<file path="src/rtl/dff_pipeline.sv">
// dff_pipeline: WIDTH-bit, DEPTH-stage enabled register chain with valid tracking,
// synchronous flush, combinational tap and registered occupancy. Optional parity via PIPE_PARITY_EN.
module dff_pipeline #(
  parameter int               WIDTH     = 8,
  parameter int               DEPTH     = 4,
  parameter logic [WIDTH-1:0] RESET_VAL = '0,
  localparam int              TSW       = (DEPTH > 1) ? $clog2(DEPTH) : 1,
  localparam int              OW        = $clog2(DEPTH + 1)
) (
  input  logic             clk,
  input  logic             rst,
  input  logic             en,
  input  logic             flush,
  input  logic [WIDTH-1:0] d,
  input  logic             valid_in,
  input  logic [TSW-1:0]   tap_sel,
`ifdef PIPE_PARITY_EN
  input  logic             perr_inject,
  output logic             parity_err,
`endif
  output logic [WIDTH-1:0] q,
  output logic             valid_out,
  output logic [WIDTH-1:0] tap,
  output logic [OW-1:0]    occupancy
);

  logic [WIDTH-1:0] stage_q [DEPTH];
  logic [WIDTH-1:0] stage_d [DEPTH];
  logic [DEPTH-1:0] valid_q;
  logic [DEPTH-1:0] valid_d;
  logic [OW-1:0]    occ_q;
  logic [OW-1:0]    occ_d;

  always_comb begin
    stage_d[0] = stage_q[0];
    valid_d[0] = valid_q[0];
    if (flush) begin
      stage_d[0] = RESET_VAL;
      valid_d[0] = 1'b0;
    end else if (en) begin
      stage_d[0] = d;
      valid_d[0] = valid_in;
    end
    for (int i = 1; i < DEPTH; i++) begin
      stage_d[i] = stage_q[i];
      valid_d[i] = valid_q[i];
      if (flush) begin
        stage_d[i] = RESET_VAL;
        valid_d[i] = 1'b0;
      end else if (en) begin
        stage_d[i] = stage_q[i-1];
        valid_d[i] = valid_q[i-1];
      end
    end
  end

  // Occupancy is derived from the next valid vector so it moves on the same edge.
  always_comb begin
    occ_d = '0;
    for (int i = 0; i < DEPTH; i++) begin
      occ_d = occ_d + OW'(valid_d[i]);
    end
  end

  always_ff @(posedge clk or negedge rst) begin
    if (!rst) begin
      for (int i = 0; i < DEPTH; i++) begin
        stage_q[i] <= RESET_VAL;
      end
      valid_q <= '0;
      occ_q   <= '0;
    end else begin
      for (int i = 0; i < DEPTH; i++) begin
        stage_q[i] <= stage_d[i];
      end
      valid_q <= valid_d;
      occ_q   <= occ_d;
    end
  end

  // Out-of-range selects (non-power-of-2 DEPTH) fall through to RESET_VAL.
  always_comb begin
    tap = RESET_VAL;
    for (int i = 0; i < DEPTH; i++) begin
      if (tap_sel == TSW'(i)) begin
        tap = stage_q[i];
      end
    end
  end

  assign q         = stage_q[DEPTH-1];
  assign valid_out = valid_q[DEPTH-1];
  assign occupancy = occ_q;

`ifdef PIPE_PARITY_EN
  logic [DEPTH-1:0] par_q;
  logic [DEPTH-1:0] par_d;
  logic             perr_q;
  logic             perr_d;

  always_comb begin
    par_d[0] = par_q[0];
    if (flush) begin
      par_d[0] = ^RESET_VAL;
    end else if (en) begin
      par_d[0] = (^d) ^ perr_inject;
    end
    for (int i = 1; i < DEPTH; i++) begin
      par_d[i] = par_q[i];
      if (flush) begin
        par_d[i] = ^RESET_VAL;
      end else if (en) begin
        par_d[i] = par_q[i-1];
      end
    end
  end

  // Sticky error: checks the word currently on q, cleared only by flush or reset.
  always_comb begin
    perr_d = perr_q;
    if (flush) begin
      perr_d = 1'b0;
    end else if (valid_q[DEPTH-1] && ((^stage_q[DEPTH-1]) != par_q[DEPTH-1])) begin
      perr_d = 1'b1;
    end
  end

  always_ff @(posedge clk or negedge rst) begin
    if (!rst) begin
      par_q  <= {DEPTH{^RESET_VAL}};
      perr_q <= 1'b0;
    end else begin
      par_q  <= par_d;
      perr_q <= perr_d;
    end
  end

  assign parity_err = perr_q;
`endif

endmodule
</file>
<file path="config.mk">
export PLATFORM = sky130hd
export DESIGN_NAME = dff_pipeline
export DESIGN_NICKNAME = d
export VERILOG_FILES = /design/src/rtl/dff_pipeline.sv
export SDC_FILE = /design/constraint.sdc
export NUM_CORES = 1
export LEC_CHECK = 0
export CAP_MARGIN = 20
export CELL_PAD_IN_SITES_DETAIL_PLACEMENT = 1
export CELL_PAD_IN_SITES_GLOBAL_PLACEMENT = 1
export CORE_MARGIN = 10
export CORE_UTILIZATION = 41
export CTS_CLUSTER_SIZE = 12
export DETAILED_ROUTE_END_ITERATION = 7
export HOLD_SLACK_MARGIN = 0.03
export PLACE_DENSITY = 0.75
export SKIP_LAST_GASP = 1
export SLEW_MARGIN = 20
export SYNTH_ARGS = -nofsm -noshare
export SYNTH_HDL_FRONTEND = slang
export SYNTH_SLANG_ARGS = --single-unit
</file>
<file path="constraint.sdc">
create_clock -name clk -period 2 [get_ports clk]
set_input_delay 0.6 -clock clk [delete_from_list [all_inputs] [get_ports clk]]
set_output_delay 0.6 -clock clk [all_outputs]
set_load 0.005 [all_outputs]
</file>
==> summary.md <==
| Metric | Value |
|---|---|
| Setup WS pre-CTS | `-0.831 ns` |
| Sink Count | `39` |
| Slack of the critical path | `-0.0228 ns` |
| H-tree depth | `2` |
| Fraction of layout cells with a size suffix above 1 | `0.247` |
| Hold-fix buffers at CTS | `0` |
| Crit path capture type | `primary output` |
| Relative slew slack | `0.643` |
| Post-route ant nets | `0` |
| DP HPWL | `between 3000 and 4000 microns` |
| Worst skew pair latency | `a little under 0.3 ns` |
| Net Count, Synth | `roughly 160` |
| Max Fanout on Critical Path | `4` |
| Leakage power | `between 1 and 1.5 nW` |
| Initial Utilization | `0.422` |
| Crit start category | `primary input` |
| Routed wire per std cell | `18.5 microns` |
| Critical Path Start | `tap_sel[1]` |
| CTS tree | `yes` |
| Pwr/cell area | `between 700 and 800 nW/um^2` |
| Die ar. | `7560 sq um` |
| Area of the mapped netlist | `between 1500 and 2000 sq um` |
| P&R area growth vs syn | `24.3%` |
| Critical path arrival | `approximately 1.4 ns` |
| Final period util | `1.01` |
| All-Layer GR Usage | `0.116` |
| Vias in the first global route | `about 1300` |
| # setup viols final | `3` |
| Via/cell ratio | `5.18` |
| Worst r2r dst | `occupancy[1]` |
| Routed WL | `4180 microns` |
| Die Y | `approximately 87 microns` |
| Vias | `~1200` |
| Final net count | `~190` |
| Most common cell after layout, fill and taps aside | `dfrtp_1` |
| Worst vdd ir | `348 uV` |
| Min cycle time layout | `2.02 ns` |
| Overall power | `around 1.7 mW` |
| Final Hold Fails | `0` |
| Total CTS buffers | `5` |
| Initial drt markers | `100` |
| Critical Path End | `tap[0]` |
| Site Rows | `24` |
| Global-route wire length before repair | `6890 microns` |
| # port buffers | `34` |
| # DRC | `0` |
| Clock transition at path regs | `0.07 ns` |
| Die X | `approximately 87 microns` |
| Post-Syn Instances | `140` |
| Most frequent cells in the layout | `dfrtp_1 (39), mux2i_1 (36), nor2_1 (33)` |
| Routability cong. | `between 0.7 and 0.8` |
| Mean Syn Cell Area | `roughly 13 sq um` |
| Multi-input gate area | `between 700 and 800 sq um` |
| Area share of the leading cell type in the synthesized netlist | `0.531` |
| Worst EP required | `between 1 and 1.5 ns` |
| Largest net degree at the start of global routing | `40` |
| Post-synthesis sequential area ratio | `0.531` |
| Initial antenna violation count | `0` |
| Synth top area cells | `dfrtp_1 (53%), mux2i_1 (20%), mux4_2 (9.8%)` |
| Initial DRT Pass Iterations | `2` |
| Placed Area | `2180 sq um` |
| CTS Buffer Depth | `2` |
| N_diodes | `0` |
| Outcome | `finished, violations left` |
| Maxcap violations | `0` |
| Slew Limit Fails | `0` |
| RR Startpoint | `valid_q[2]` |
| Final instance area | `about 2300 sq um` |
| Setup repair after global routing missed its margin | `true` |
| Worst Hold Class | `primary input to asynchronous set/reset pin` |
| Synth unique cells | `10` |
| Core box area | `4350 sq um` |
| Root Driver | `clkbuf_8` |
| Largest area contributor in the netlist | `dfrtp_1` |
| Fin Hold WS | `approximately 0.35 ns` |
| Final Skew | `0.00390 ns` |
| Failing checks | `setup timing` |
| Post-layout util | `0.525` |
| Synth Register Bits | `39` |
| Worst slew pin tran | `0.536 ns` |
| Sequential cell area | `approximately 980 sq um` |
| Ys Warns | `0` |
| R2R depth | `5` |
| Remaining global-route overflow | `0` |
| FMAX | `roughly 0.5 GHz` |
| IO Pins | `35` |
| Fillcell total | `444` |
| Minimum setup slack among reg-to-reg paths | `approximately 0.34 ns` |
| Kind of critical path | `primary input to primary output` |
[critical path: stages]
cell,delay [ns]
buf_8,0.07
buf_6,0.11
mux4_2,0.50
buf_6,0.14
[flip-flops by register name, indices dropped and copies added (netlist names)]
name / cells
stage_q: 24
q: 8
occupancy: 3
valid_q: 4
[where the power goes]
part | total [mW] | switching [mW] | internal (mW)
registers | 0.828 | 0.0165 | 0.811
logic | 0.178 | 0.0859 | 0.0925
clock network | 0.672 | 0.269 | 0.404
total | 1.68 | 0.371 | 1.31
[per-layer routing]
layer  track usage  wire (microns)  vias to the layer above
met5             0               0                        -
met4        0.0353              52                        0
met3        0.0487             301                        6
met2         0.180            2060                       27
met1         0.142            1760                      603
li1              -               -                      534
[cell usage after synthesis]
cell	n
mux4_2	8
mux2i_1	36
fa_1	1
buf_2	3
ha_1	2
buf_4	9
buf_1	1
nor2_1	36
buf_6	5
dfrtp_1	39
[repair_timing]
| action | in CTS | in global routing |
|---|---|---|
| gates resized for setup | 49 | 2 |
| setup buffers | 1 | 0 |
| pin swaps | 2 | 2 |
| setup endpoints to repair | 9 | 8 |
[final cells by class]
cell class              instances  area share
flip-flops and latches         39       0.427
multi-input cells              83       0.325
repair buffers                 44       0.168
clock buffers                   6      0.0361
well taps                      52      0.0285
clock inverters                 2      0.0153
[stage by stage]
step                      instances  setup TNS (ns)
final                           226         -0.0418
after global routing            226          -0.203
after detailed placement        218           -7.38
after CTS                       226         -0.0747
after floorplan                 140          -0.158
after global placement          218           -7.17
[logic make-up after synthesis]
| logic type | share of synthesized area |
|---|---|
| and+or+nand+nor | 0.0735 |
| DFF | 0.531 |
| muxes | 0.294 |
| adders and majority gates | 0.0245 |
| buffers and inverters | 0.0775 |
[worst min-delay path by stage]
stage,start,to,slack (ns),cells after the start
3_3_place_gp,stage_q[11],q[3],0.52,2
3_5_place_dp,stage_q[10],stage_q[10],0.55,2
2_1_floorplan,rst,occupancy[0],0.30,0
4_1_cts,rst,stage_q[25],0.36,2
6_report,rst,stage_q[23],0.35,2
5_1_grt,rst,stage_q[23],0.39,2
(Power assumes the default switching activity.)
